$ cat src/rtl/cdb_arbiter.sv
// Round-robin common-data-bus arbiter: picks one completed functional-unit
// result per cycle and broadcasts its tag and data from registered outputs.
module cdb_arbiter #(
  parameter int N_REQ  = 3,
  parameter int DATA_W = 16,
  parameter int TAG_W  = 3
) (
  input  logic                    clock,
  input  logic                    resetn,
  input  logic [N_REQ-1:0]        req_valid,
  input  logic [N_REQ*TAG_W-1:0]  req_tag,
  input  logic [N_REQ*DATA_W-1:0] req_data,
  output logic [N_REQ-1:0]        grant,
  input  logic                    cdb_stall,
  output logic                    cdb_valid,
  output logic [TAG_W-1:0]        cdb_tag,
  output logic [DATA_W-1:0]       cdb_data,
  output logic [15:0]             bcast_count
);

  localparam int PTR_W = (N_REQ > 1) ? $clog2(N_REQ) : 1;
  localparam logic [PTR_W:0] N_REQ_W = (PTR_W + 1)'(N_REQ);

  logic [PTR_W-1:0]  ptr_q, ptr_d;
  logic [PTR_W-1:0]  win_s;
  logic [PTR_W:0]    scan_idx_s;
  logic [PTR_W:0]    ptr_inc_s;
  logic [N_REQ-1:0]  grant_s;
  logic              any_grant_s;
  logic [TAG_W-1:0]  win_tag_s;
  logic [DATA_W-1:0] win_data_s;

  logic              cdb_valid_q, cdb_valid_d;
  logic [TAG_W-1:0]  cdb_tag_q, cdb_tag_d;
  logic [DATA_W-1:0] cdb_data_q, cdb_data_d;
  logic [15:0]       bcast_count_q, bcast_count_d;

  // Scan from ptr upward (mod N_REQ) and grant the first valid unit; nothing while stalled or in reset.
  always_comb begin
    grant_s     = '0;
    win_s       = '0;
    any_grant_s = 1'b0;
    scan_idx_s  = '0;
    if (resetn && !cdb_stall) begin
      for (int k = 0; k < N_REQ; k++) begin
        scan_idx_s = {1'b0, ptr_q} + (PTR_W + 1)'(k);
        if (scan_idx_s >= N_REQ_W) begin
          scan_idx_s = scan_idx_s - N_REQ_W;
        end else begin
          scan_idx_s = scan_idx_s;
        end
        if (!any_grant_s && req_valid[scan_idx_s[PTR_W-1:0]]) begin
          grant_s[scan_idx_s[PTR_W-1:0]] = 1'b1;
          win_s       = scan_idx_s[PTR_W-1:0];
          any_grant_s = 1'b1;
        end else begin
          any_grant_s = any_grant_s;
        end
      end
    end else begin
      grant_s = '0;
    end
  end

  // One-hot AND-OR mux of the winner's tag and data.
  always_comb begin
    win_tag_s  = '0;
    win_data_s = '0;
    for (int i = 0; i < N_REQ; i++) begin
      win_tag_s  = win_tag_s  | ({TAG_W{grant_s[i]}}  & req_tag[i*TAG_W +: TAG_W]);
      win_data_s = win_data_s | ({DATA_W{grant_s[i]}} & req_data[i*DATA_W +: DATA_W]);
    end
  end

  // Next-state: stall freezes everything, a grant broadcasts and rotates ptr past the winner.
  always_comb begin
    cdb_valid_d   = cdb_valid_q;
    cdb_tag_d     = cdb_tag_q;
    cdb_data_d    = cdb_data_q;
    bcast_count_d = bcast_count_q;
    ptr_d         = ptr_q;
    ptr_inc_s     = {1'b0, win_s} + {{PTR_W{1'b0}}, 1'b1};
    if (cdb_stall) begin
      cdb_valid_d = cdb_valid_q;
    end else if (any_grant_s) begin
      cdb_valid_d   = 1'b1;
      cdb_tag_d     = win_tag_s;
      cdb_data_d    = win_data_s;
      bcast_count_d = bcast_count_q + 16'd1;
      if (ptr_inc_s >= N_REQ_W) begin
        ptr_d = '0;
      end else begin
        ptr_d = ptr_inc_s[PTR_W-1:0];
      end
    end else begin
      cdb_valid_d = 1'b0;
    end
  end

  // State registers.
  always_ff @(posedge clock or negedge resetn) begin
    if (!resetn) begin
      cdb_valid_q   <= 1'b0;
      cdb_tag_q     <= '0;
      cdb_data_q    <= '0;
      bcast_count_q <= 16'd0;
      ptr_q         <= '0;
    end else begin
      cdb_valid_q   <= cdb_valid_d;
      cdb_tag_q     <= cdb_tag_d;
      cdb_data_q    <= cdb_data_d;
      bcast_count_q <= bcast_count_d;
      ptr_q         <= ptr_d;
    end
  end

  assign grant       = grant_s;
  assign cdb_valid   = cdb_valid_q;
  assign cdb_tag     = cdb_tag_q;
  assign cdb_data    = cdb_data_q;
  assign bcast_count = bcast_count_q;

endmodule
$ cat config.mk
export PLATFORM = sky130hd
export DESIGN_NAME = cdb_arbiter
export DESIGN_NICKNAME = d
export VERILOG_FILES = /design/src/rtl/cdb_arbiter.sv
export SDC_FILE = /design/constraint.sdc
export NUM_CORES = 1
export LEC_CHECK = 0
export CORE_ASPECT_RATIO = 0.8
export CORE_MARGIN = 4
export CORE_UTILIZATION = 46
export DETAILED_ROUTE_END_ITERATION = 7
export PLACE_DENSITY = 0.86
export SYNTH_ARGS = -nofsm -noshare
export SYNTH_HDL_FRONTEND = slang
export SYNTH_SLANG_ARGS = --single-unit
$ cat constraint.sdc
create_clock -name clock -period 3.54 [get_ports clock]
set_clock_uncertainty 0.05 [all_clocks]
set_input_delay 0.708 -clock clock [delete_from_list [all_inputs] [get_ports clock]]
set_output_delay 0.708 -clock clock [all_outputs]
set_load 0.1 [all_outputs]
==> results.tsv <==
stage	metric	value	unit
yosys	post-synth cell types	46	
route	Post-DRT Antenna Nets	0	
hold_path	hold depth	1	
floorplan	die extent in x	89.0	µm
global_route	total gr overflow	0	
clock_network	post-CTS setup buffer count	0	
setup_path	Top delay family on crit path	buffers and inverters	
placed_design	DP Worst Slack	194	ps
clock_network	hold buffers post-CTS	0	
final_layout	Reg area	951	µm²
timing	max_slew headroom	0.331	
setup_path	critical path peak fanout	8	
timing	Final Cycle Share	0.959	
clock_network	H-tree lvl count	2	
yosys	Syn Area/Cell	9.01	µm²
clock_network	CTS sink cnt	38	
power	leak pwr	1.39	nW
yosys	Synth Instances	268	
route	drt pass-1 iters	4	
yosys	ys async rst share	1.00	
floorplan	Core Footprint	5040	µm²
timing	Fin. Hold Viols	0	
clock_network	CTS tree	built	
final_layout	share of layout cells above drive strength 1	0.117	
global_route	first-pass GRT wire length	11.8	mm
timing	Max Slew Vio Count	0	
clock_network	CTS resizes	0	
setup_path	r2r endpoint	cdb_tag[2]	
timing	final setup vio count	0	
placed_design	DP HPWL	5.60	mm
hold_path	Worst Hold Class	reg2reg	
floorplan	I/O Pins	102	
floorplan	Die Area	6480	µm²
hold_path	end point of the worst hold path	bcast_count[15]	
setup_path	Worst Setup End Kind	output pin	
route	Starting DRT DRC Count	125	
setup_path	Arr. time, crit path	2640	ps
setup_path	flop2flop setup slack	930	ps
global_route	largest net degree at the start of global routing	39	
power	internal power component	1.44	mW
clock_network	Clk pin slew, worst setup/hold paths	80	ps
timing	setup ws final	146	ps
yosys	#FFs+latches synth	38	
timing	RSZ-0062 raised after global routing	no	
timing	Max Clk Rate	295	MHz
final_layout	area of the multi-input gates	1360	µm²
power	switching share of power	0.604	
floorplan	initial core utilization	0.479	
route	Via density	5.82	
outcome	status	completed	
power	logic gate share of total power	0.713	
setup_path	Critical Path Slowest Stage Cell	clkdlybuf4s50_1	
route	DR vias	2509	
final_layout	most frequent cells in the layout	clkdlybuf4s50_1, dfrtp_1, nor2_1	
setup_path	crit path kind	in2out	
route	drt drc	0	
floorplan	Die H	72.8	µm
power	Pwr Density	1010	nW/µm²
route	DR WL/cell	17.0	µm
yosys	Syn Std Cell Area	2410	µm²
setup_path	Crit path largest cell delay	560	ps
placed_design	RD Place Congestion	0.969	
route	wirelength, routed	7.33	mm
clock_network	Worst-Skew Late Latency	280	ps
global_route	initial antenna violation count	0	
yosys	most common flop cell mapped by yosys	dfrtp_1	
setup_path	Critical Path Start Type	input pin	
timing	worst-margin pin slew	1000	ps
clock_network	clk buf depth	2	
setup_path	worst path buffer plus inverter count	2	
setup_path	reg2reg start	ptr_q[1]	
setup_path	crit path cell chain	clkdlybuf4s50_1 > mux2_2 > mux2_2 > a21oi_1 > o21a_1 > buf_12	
timing	Period minus WS final	3390	ps
hold_path	hold path startpoint	bcast_count[15]	
power	register share of total power	0.201	
setup_path	CP most frequent cell	mux2_2	
yosys	number of synthesized flops with an enable pin	0	
power	clock network fraction of design power	0.086	
final_layout	Ant. Diodes	0	
yosys	Synth Net Count	336	
timing	TNS Setup	0	ps
clock_network	clock root buffer	clkbuf_8	
setup_path	Worst EP required	2780	ps
floorplan	standard-cell rows	23	
yosys	Seq/Total Area, Yosys	0.394	
yosys	YS warnings	0	
job	max_cap viols	0	
final_layout	# fillers	397	
placed_design	IO buf count	101	
final_layout	nets	436	
global_route	Tot GR Track Use	0.234	
clock_network	cts bufs inserted	5	
final_layout	Layout area overhead	49.2	%
power	Net Switching	2.19	mW
setup_path	R2R cell count	8	
power	Max IR drop VDD	0.834	mV
global_route	vias in the first global route	2492	
final_layout	most common cell after layout, fill and taps aside	clkdlybuf4s50_1	
setup_path	Stages on worst setup path	6	
==> worst reg2reg max path, stage by stage (launching register included) <==
cell,delay [ps]
dfrtp_1,400
inv_1,100
ha_1,400
mux2_2,410
mux2_2,350
o31ai_4,250
buf_4,310
a21oi_1,80
a31oi_1,180
==> how the worst max path moves through the flow <==
stage	from	endpoint	slack [ps]
final	req_valid[1]	grant[0]	150
after floorplan	ptr_q[1]	grant[2]	220
after global routing	ptr_q[1]	grant[0]	50
after CTS	req_valid[1]	grant[0]	180
after detailed placement	req_valid[1]	grant[0]	190
after global placement	req_valid[1]	grant[0]	280
==> area by class of cell <==
type | instances | share of cell area
repair buffers | 110 | 0.302
clock inverters | 2 | 0.00347
well taps | 62 | 0.0215
clock buffers | 6 | 0.0229
flip-flops and latches | 38 | 0.264
multi-input cells | 205 | 0.377
inverters | 8 | 0.00834
==> cell usage after synthesis (2+ instances only) <==
library cell	number	share of area
nor2_1	27	0.042
o31a_1	2	0.0073
clkbuf_1	10	0.016
inv_1	8	0.012
nor2b_1	3	0.0078
dfrtp_1	38	0.39
nand3b_1	2	0.0062
buf_4	2	0.0062
nand2b_1	4	0.010
nor4_1	4	0.010
xnor2_1	11	0.040
buf_2	3	0.0062
a21oi_1	21	0.044
mux2_2	5	0.023
ha_1	5	0.026
nand4_1	4	0.010
and2b_1	2	0.0062
mux2i_1	2	0.0083
xor2_1	4	0.015
o21ai_0	22	0.046
nand2_1	16	0.025
o22ai_1	2	0.0052
a31oi_1	21	0.054
nand3_1	5	0.010
buf_6	2	0.0093
o211ai_1	19	0.059
o21a_1	4	0.012
nor3_1	2	0.0041
==> stage by stage <==
step | utilization | hold WS (ps) | area, µm² | cells | total power [mW]
2_1_floorplan | - | 362 | 2420 | 268 | 2.66
3_3_place_gp | 0.696 | 408 | 3510 | 423 | 3.29
3_5_place_dp | 0.696 | 422 | 3510 | 423 | 3.32
4_1_cts | 0.715 | 453 | 3600 | 431 | 3.64
5_1_grt | 0.715 | 462 | 3600 | 431 | 3.82
6_report | 0.715 | 440 | 3600 | 431 | 3.63
==> flip-flops by register name, indices dropped and copies added, names as in the netlist <==
register and flops:
bcast_count 16, cdb_data 16, cdb_tag 3, cdb_valid 1
ptr_q 2
==> cells by family (layout without fill, tap and decap cells) <==
family	Yosys count	after routing	share of synthesized area
AND/OR/NAND/NOR	74	74	0.149
adder cells (fa/ha/maj)	5	5	0.0259
multiplexers	8	8	0.0373
buffers and inverters	25	126	0.0498
flip-flops	38	38	0.394
AO/OA/AOI/OAI	103	103	0.290
XOR/XNOR	15	15	0.0544
==> power by group through the flow <==
stage	sequential, mW	clock [mW]	combinational (mW)
2_1_floorplan	1.82	0	0.833
5_1_grt	0.754	0.341	2.72
3_3_place_gp	0.728	0	2.56
4_1_cts	0.729	0.320	2.59
6_report	0.730	0.313	2.58
3_5_place_dp	0.735	0	2.59
==> per-layer routing <==
metal	global-route usage	routed length, µm
met1	0.298	3000
met2	0.390	3570
met3	0.0643	645
met4	0.0628	122
met5	0	0
Power figures use the tool's default switching activity.
